File: config.mk
export PLATFORM = sky130hd
export DESIGN_NAME = rv32_lsu
export DESIGN_NICKNAME = d
export VERILOG_FILES = /design/src/rtl/rv32_lsu.sv
export SDC_FILE = /design/constraint.sdc
export NUM_CORES = 1
export LEC_CHECK = 0
export CORE_UTILIZATION = 48
export CTS_BUF_LIST = sky130_fd_sc_hd__clkbuf_4 sky130_fd_sc_hd__clkbuf_8
export DETAILED_ROUTE_END_ITERATION = 6
export MAX_ROUTING_LAYER = met4
export PLACE_DENSITY = 0.91
export SYNTH_ARGS = -nofsm -noshare
export SYNTH_HDL_FRONTEND = slang
export SYNTH_SLANG_ARGS = --single-unit
File: constraint.sdc
create_clock -name clk -period 6.49 [get_ports clk]
set_input_delay 1.6225 -clock clk [delete_from_list [all_inputs] [get_ports clk]]
set_output_delay 1.6225 -clock clk [all_outputs]
set_load 0.05 [all_outputs]
File: src/rtl/rv32_lsu.sv
// Load/store unit for the pito RV32 core: accepts one decoded memory op at a time, steers
// byte lanes toward data memory and sign/zero-extends load data on the way back.
module rv32_lsu #(
    parameter int unsigned XPR_LEN = 32,
    parameter int unsigned DMEM_AW = 12,
    parameter int unsigned HART_W  = 3
) (
    input  logic               clk,
    input  logic               rst,
    input  logic               in_valid,
    output logic               in_ready,
    input  logic [5:0]         in_opcode,
    input  logic [XPR_LEN-1:0] in_addr,
    input  logic [XPR_LEN-1:0] in_wdata,
    input  logic [4:0]         in_rd,
    input  logic [HART_W-1:0]  in_hart,
    output logic               dmem_req,
    output logic               dmem_we,
    output logic [DMEM_AW-1:0] dmem_addr,
    output logic [3:0]         dmem_be,
    output logic [XPR_LEN-1:0] dmem_wdata,
    input  logic [XPR_LEN-1:0] dmem_rdata,
    output logic               wb_valid,
    output logic [4:0]         wb_rd,
    output logic [HART_W-1:0]  wb_hart,
    output logic [XPR_LEN-1:0] wb_data,
    output logic               exc_valid,
    output logic [31:0]        exc_cause,
    output logic [HART_W-1:0]  exc_hart,
    output logic [XPR_LEN-1:0] exc_tval
);
    localparam logic [5:0] OpLb  = 6'd0;
    localparam logic [5:0] OpLh  = 6'd1;
    localparam logic [5:0] OpLw  = 6'd2;
    localparam logic [5:0] OpLbu = 6'd3;
    localparam logic [5:0] OpLhu = 6'd4;
    localparam logic [5:0] OpSb  = 6'd5;
    localparam logic [5:0] OpSh  = 6'd6;
    localparam logic [5:0] OpSw  = 6'd7;

    localparam logic [31:0] CauseIllegal    = 32'd2;
    localparam logic [31:0] CauseLdMisalign = 32'd4;
    localparam logic [31:0] CauseLdFault    = 32'd5;
    localparam logic [31:0] CauseStMisalign = 32'd6;
    localparam logic [31:0] CauseStFault    = 32'd7;

    typedef enum logic [1:0] {StIdle, StIssue, StWait} state_e;

    state_e             state_q, state_d;
    logic [5:0]         op_q, op_d;
    logic [1:0]         off_q, off_d;
    logic [4:0]         rd_q, rd_d;
    logic [HART_W-1:0]  hart_q, hart_d;
    logic [DMEM_AW-1:0] addr_q, addr_d;
    logic [3:0]         be_q, be_d;
    logic [XPR_LEN-1:0] wdata_q, wdata_d;
    logic               we_q, we_d;
    logic               wb_valid_q, wb_valid_d;
    logic [4:0]         wb_rd_q, wb_rd_d;
    logic [HART_W-1:0]  wb_hart_q, wb_hart_d;
    logic [XPR_LEN-1:0] wb_data_q, wb_data_d;
    logic               exc_valid_q, exc_valid_d;
    logic [31:0]        exc_cause_q, exc_cause_d;
    logic [HART_W-1:0]  exc_hart_q, exc_hart_d;
    logic [XPR_LEN-1:0] exc_tval_q, exc_tval_d;

    logic               accept, active;
    logic               is_byte, is_half, is_word, is_store, is_illegal;
    logic               misaligned, out_of_range;
    logic [3:0]         req_be;
    logic [XPR_LEN-1:0] req_wdata, lane, load_data;

    assign in_ready = (state_q == StIdle) && !rst;
    assign accept   = in_valid && in_ready;
    assign active   = (state_q != StIdle);

    always_comb begin
        is_byte      = (in_opcode == OpLb) || (in_opcode == OpLbu) || (in_opcode == OpSb);
        is_half      = (in_opcode == OpLh) || (in_opcode == OpLhu) || (in_opcode == OpSh);
        is_word      = (in_opcode == OpLw) || (in_opcode == OpSw);
        is_store     = (in_opcode == OpSb) || (in_opcode == OpSh) || (in_opcode == OpSw);
        is_illegal   = !(is_byte || is_half || is_word);
        misaligned   = (is_half && in_addr[0]) || (is_word && (in_addr[1:0] != 2'b00));
        out_of_range = (in_addr[XPR_LEN-1:DMEM_AW+2] != '0);
        if (is_byte) begin
            req_be    = 4'b0001 << in_addr[1:0];
            req_wdata = {4{in_wdata[7:0]}};
        end else if (is_half) begin
            req_be    = 4'b0011 << {in_addr[1], 1'b0};
            req_wdata = {2{in_wdata[15:0]}};
        end else begin
            req_be    = 4'b1111;
            req_wdata = in_wdata;
        end
    end

    // Shift the addressed lane down to bit 0, then extend by load type.
    always_comb begin
        lane = dmem_rdata >> {off_q, 3'b000};
        unique case (op_q)
            OpLb:    load_data = {{(XPR_LEN-8){lane[7]}}, lane[7:0]};
            OpLh:    load_data = {{(XPR_LEN-16){lane[15]}}, lane[15:0]};
            OpLbu:   load_data = {{(XPR_LEN-8){1'b0}}, lane[7:0]};
            OpLhu:   load_data = {{(XPR_LEN-16){1'b0}}, lane[15:0]};
            default: load_data = dmem_rdata;
        endcase
    end

    always_comb begin
        state_d     = state_q;
        op_d        = op_q;
        off_d       = off_q;
        rd_d        = rd_q;
        hart_d      = hart_q;
        addr_d      = addr_q;
        be_d        = be_q;
        wdata_d     = wdata_q;
        we_d        = we_q;
        wb_valid_d  = 1'b0;
        wb_rd_d     = wb_rd_q;
        wb_hart_d   = wb_hart_q;
        wb_data_d   = wb_data_q;
        exc_valid_d = 1'b0;
        exc_cause_d = exc_cause_q;
        exc_hart_d  = exc_hart_q;
        exc_tval_d  = exc_tval_q;
        unique case (state_q)
            StIdle: begin
                if (accept) begin
                    if (is_illegal) begin
                        exc_valid_d = 1'b1;
                        exc_cause_d = CauseIllegal;
                        exc_hart_d  = in_hart;
                        exc_tval_d  = '0;
                    end else if (misaligned) begin
                        exc_valid_d = 1'b1;
                        exc_cause_d = is_store ? CauseStMisalign : CauseLdMisalign;
                        exc_hart_d  = in_hart;
                        exc_tval_d  = in_addr;
                    end else if (out_of_range) begin
                        exc_valid_d = 1'b1;
                        exc_cause_d = is_store ? CauseStFault : CauseLdFault;
                        exc_hart_d  = in_hart;
                        exc_tval_d  = in_addr;
                    end else begin
                        state_d = StIssue;
                        op_d    = in_opcode;
                        off_d   = in_addr[1:0];
                        rd_d    = in_rd;
                        hart_d  = in_hart;
                        addr_d  = in_addr[DMEM_AW+1:2];
                        be_d    = req_be;
                        wdata_d = req_wdata;
                        we_d    = is_store;
                    end
                end
            end
            StIssue: state_d = we_q ? StIdle : StWait;
            StWait: begin
                state_d    = StIdle;
                wb_valid_d = 1'b1;
                wb_rd_d    = rd_q;
                wb_hart_d  = hart_q;
                wb_data_d  = load_data;
            end
            default: state_d = StIdle;
        endcase
    end

    always_ff @(posedge clk) begin
        if (rst) begin
            state_q     <= StIdle;
            op_q        <= '0;
            off_q       <= '0;
            rd_q        <= '0;
            hart_q      <= '0;
            addr_q      <= '0;
            be_q        <= '0;
            wdata_q     <= '0;
            we_q        <= 1'b0;
            wb_valid_q  <= 1'b0;
            wb_rd_q     <= '0;
            wb_hart_q   <= '0;
            wb_data_q   <= '0;
            exc_valid_q <= 1'b0;
            exc_cause_q <= '0;
            exc_hart_q  <= '0;
            exc_tval_q  <= '0;
        end else begin
            state_q     <= state_d;
            op_q        <= op_d;
            off_q       <= off_d;
            rd_q        <= rd_d;
            hart_q      <= hart_d;
            addr_q      <= addr_d;
            be_q        <= be_d;
            wdata_q     <= wdata_d;
            we_q        <= we_d;
            wb_valid_q  <= wb_valid_d;
            wb_rd_q     <= wb_rd_d;
            wb_hart_q   <= wb_hart_d;
            wb_data_q   <= wb_data_d;
            exc_valid_q <= exc_valid_d;
            exc_cause_q <= exc_cause_d;
            exc_hart_q  <= exc_hart_d;
            exc_tval_q  <= exc_tval_d;
        end
    end

    // Memory-side fields read as zero whenever no operation is in flight.
    assign dmem_req   = (state_q == StIssue);
    assign dmem_we    = active && we_q;
    assign dmem_addr  = active ? addr_q : '0;
    assign dmem_be    = active ? be_q : '0;
    assign dmem_wdata = active ? wdata_q : '0;

    assign wb_valid  = wb_valid_q;
    assign wb_rd     = wb_rd_q;
    assign wb_hart   = wb_hart_q;
    assign wb_data   = wb_data_q;
    assign exc_valid = exc_valid_q;
    assign exc_cause = exc_cause_q;
    assign exc_hart  = exc_hart_q;
    assign exc_tval  = exc_tval_q;

endmodule
# Word level (Yosys, flattened, before mapping)
# Index checks and enable logic that the tools add are counted.
dict set report totals {
  register_bits 176
  word_cells 96
}
dict set report classes {
  n_mux 29
  bitwise 4
  shifts 3
  eq_ne 17
  reduce_logical 26
}
# cell n
set ops {}
lappend ops {{$mux W32} 9}
lappend ops {{$pmux W32 S4} 1}
lappend ops {{$shr A32 B5 Y16} 1}
lappend ops {{$eq A6 B3 Y1 const B} 5}
lappend ops {{$eq A6 B2 Y1 const B} 3}
lappend ops {{$reduce_bool A18 Y1} 1}
lappend ops {{$mux W2} 7}
lappend ops {{$eq A6 B1 Y1 const B} 2}
lappend ops {{$logic_not A6 Y1} 2}
lappend ops {{$mux W12} 1}
lappend ops {{$mux W4} 3}
lappend ops {{$logic_or A1 B1 Y1} 10}
lappend ops {{$mux W3} 3}
lappend ops {{$ne A2 B2 Y1 const B} 3}
lappend ops {{$logic_and A1 B1 Y1} 5}
lappend ops {{$reduce_and A5 Y1} 1}
lappend ops {{$mux W1} 4}
lappend ops {{$not A1 Y1} 4}
lappend ops {{$pmux W2 S2} 1}
lappend ops {{$reduce_and A4 Y1} 1}
lappend ops {{$reduce_bool A2 Y1} 2}
lappend ops {{$shl A1 B2 Y4 const A} 1}
lappend ops {{$shl A2 B2 Y4 const A} 1}
lappend ops {{$ne A3 B3 Y1 const B} 1}
lappend ops {{other kinds (7)} 7}

# Logic depth before layout (Yosys ltp)
dict set report logic_depth {
  ltp_word 9
  depth_mapped 8
  ltp_nobuf 6
}

# Least setup slack after synthesis
# OpenSTA, ideal clock, no wires.
dict set report synth_path {
  path_kind {input to output}
  from {input rst}
  to {output in_ready}
  path_slack_ns 2.571
  t_required_ns 4.867
  arrival_ns 2.297
  cell_stages 2
  cell_sequence {or3_1 inv_1}
}
dict set report synth_via {
  elab_chain_cells 2
}
# item line_no
set synth_lines {}
lappend synth_lines {{start, declared} 9} ;# input logic rst,
lappend synth_lines {{$logic_not A1 Y1} 73} ;# assign in_ready = (state_q == StIdle) && !rst;
lappend synth_lines {{$logic_and A1 B1 Y1} 73}
lappend synth_lines {{end, declared} 11} ;# output logic in_ready,
# Every way passes these cells.

# Worst setup path in the final report
# Same ends and word-level chain as after synthesis.

==> results.cfg <==
[outcome]
status = complete, no violations

[drt]
viasPerCell = 5.418
drc = 0
drt_first_pass_iters = 5
wl_per_cell_um = 16.70
vias = 6361
wl_um = 19600
ant_nets = 0
drt_iter0_drc = 709

[sta]
finalSetupViolCount = 0
hold_viol = 0
fin_hold_ws_ps = 447.9
finClkSkew_ps = 8.246
tightestPinTransition_ps = 1221
fmax_mhz = 210.7
period_share = 0.7313
finalWorstSetupSlack_ps = 1744
slew_headroom = 0.1787
rsz0062_at_grt = no
min_period_ps = 4746
setup-tns-final_ps = 0
slew_viol_final = 0

[clocking]
cts_resized = 0
ctsHoldBuffers = 0
cts_buffers = 17
clkSinkCount = 147
cts_htree_levels = 4
cts.reportedPaths.clkPinSlew_ps = 80
root_buffer = clkbuf_8
cts_tree = done
cts_buffer_depth = 2
insertion_delay_ps = 450
post-cts-setup-buffer-count = 0

[yosys]
synth_top_family_by_area = compound AO/OA/AOI/OAI gates
yosysWarningCount = 0
synth_cell_types = 49
yosysSeqAreaShare = 0.4486
synth.top_cell.area_share = 0.4486
synthXorXnorAreaFrac = 0.004005
ys_seq_elements = 147
async_reset_ff_frac = 0
syn_inst = 776
synthAdderAreaFrac = 0
synth_edf_count = 0
synthFlopType = dfxtp_1
yosysTopAreaCell = dfxtp_1
synthMuxAreaShare = 0.06924
synth_area_um2 = 6560
yosys.area_share.simple = 0.1913
avgSynthCellArea_um2 = 8.454
yosys-top-cells-area = dfxtp_1, nand2_1, a21oi_1
synth-compound-area-share = 0.2111

[floorplanning]
die_h_um = 118.9
die_w_um = 118.9
io_pins = 273
core_um2 = 13300
dieArea_um2 = 14140
rows = 42
initial_core_util = 0.4934

[place]
dp_slack_ps = 1428
dp_cells = 1142
hpwlAfterDp_um = 13650
gp_congestion = 0.9242
port-buffer-count = 243

[pwr]
pwr_density_cell_nw_per_um2 = 215.7
leakagePower_nw = 3.256
p_seq_frac = 0.447
switching_share = 0.2397
combinationalPowerShare = 0.105
p_clk_frac = 0.448
netSwitchingPower_w = 0.0004879
worst_ir_drop_vdd_uv = 188.1
intPower_w = 0.001548

[worst_setup_path]
reg2reg_depth = 6
critPathArrivalTime_ps = 3120
worstSetupEndpointType = primary output
critPathMaxFanout = 10
path_class = primary input to primary output
cp-start-kind = primary input
rrSetupSlack_ps = 3230
cp.required_ps = 4870

[final_layout]
fin_nets = 1098
drive_gt1_frac = 0.07114
stdcell_count = 1174
areaGrowthSynthToFinish_pct = 43.87
antenna_cells = 0

[grt]
grt_max_degree = 79
antenna_found_initial = 0
first_global_vias = 5849
grt_overflow = 0
grt_usage = 0.2813
grt_pass1_wl_um = 30210

[worst_hold_path]
hp-class = flop to flop
whs_path_depth = 2

[flow_run]
drv_cap = 0
[synth_stat cells (all sizes together), types with 5 or more instances]
cell type / instances
buf: 44
a22oi: 8
nor2: 35
dfxtp: 147
a22o: 32
mux2: 17
a21oi: 96
inv: 5
a31o: 8
clkbuf: 44
a2111oi: 8
nor2b: 54
nand2: 156
o221ai: 8
o21ai: 39
mux2i: 24
[power by group through the flow]
stage	Combinational, W	Sequential (W)	Clock [W]
after global routing	0.000223	0.000910	0.000972
after detailed placement	0.000211	0.000930	0
after floorplan	0.0000985	0.000949	0
final	0.000214	0.000909	0.000912
after global placement	0.000209	0.000930	0
after CTS	0.000212	0.000909	0.000926
[cells by family (layout without fill, tap and decap cells)]
family                    count (synthesis)  after routing
muxes                                    42             42
buffers and inverters                    93            287
and+or+nand+nor                         273            273
other                                     1             29
DFF                                     147            147
AOI/OAI and AO/OA                       217            217
xor gates and xnor gates                  3              3
[routing by layer]
| layer | global-route usage | up-vias | share of wire |
|---|---|---|---|
| li1 | - | 3057 | - |
| met1 | 0.3440 | 2904 | 0.42 |
| met2 | 0.4375 | 350 | 0.47 |
| met3 | 0.06130 | 50 | 0.079 |
| met4 | 0.1424 | 0 | 0.036 |
| met5 | - | - | 0 |
[area by class of cell]
| type | instances | area (um^2) |
|---|---|---|
| Tap cell | 176 | 220.2 |
| Clock buffer | 18 | 247.7 |
| Multi-Input combinational cell | 564 | 3258 |
| Sequential cell | 147 | 2943 |
| Clock inverter | 14 | 270.3 |
| Timing Repair Buffer | 250 | 2480 |
| Fill cell | 1042 | 3857 |
| Inverter | 5 | 18.77 |
[stage by stage]
| step | cell area (um^2) | utilization | power (W) |
|---|---|---|---|
| after global placement | 8920 | 0.6709 | 0.001140 |
| after CTS | 9438 | 0.7099 | 0.002047 |
| after floorplan | 6665 | - | 0.001048 |
| final | 9438 | 0.7099 | 0.002035 |
| after global routing | 9438 | 0.7099 | 0.002106 |
| after detailed placement | 8920 | 0.6709 | 0.001141 |
[path summary, 6_finish.rpt]
check,startpoint,end
worst min-delay path,addr_q[10]$_SDFFE_PP0P_,addr_q[10]$_SDFFE_PP0P_
worst max-delay path,rst,in_ready
worst min register to register,addr_q[10]$_SDFFE_PP0P_,addr_q[10]$_SDFFE_PP0P_
worst max register to register,state_q[1]$_SDFFE_PP0P_,wdata_q[31]$_SDFFE_PP0P_
[state kept, by name, indices dropped and copies added (netlist names), 3 cells and up]
name,count
exc_tval,32
wb_data,32
wdata_q,32
addr_q,12
op_q,6
rd_q,5
wb_rd,5
be_q,4
exc_cause,3
exc_hart,3
hart_q,3
wb_hart,3
[cells in the final DEF, fill, tap and decap left out, types with 2 or more instances in the layout]
cell type	n
dfxtp_1	147
o211ai_1	3
a21o_1	2
a22oi_1	8
a22o_1	32
clkdlybuf4s50_1	242
a31o_2	4
a2111oi_0	8
and3_1	4
nor4_1	2
nand2_1	156
inv_6	4
buf_4	7
mux2i_1	24
conb_1	29
bufinv_16	7
a21oi_1	96
o21ai_1	3
a31o_1	4
o221ai_1	8
clkbuf_8	18
clkinv_4	2
or3_1	3
nor3b_1	3
nor2_1	34
nor2b_1	53
nand3_1	4
or4_1	3
and2_1	2
xnor2_1	2
inv_1	5
a311oi_1	2
mux2_2	17
nand2b_1	3
o21bai_1	2
o21ai_0	36
[worst max-delay path: stages]
cell and delay [ps]:
buf_2 180, or3_1 400, inv_1 100, clkdlybuf4s50_1 820
No activity file was read; power rests on OpenSTA's default activity.
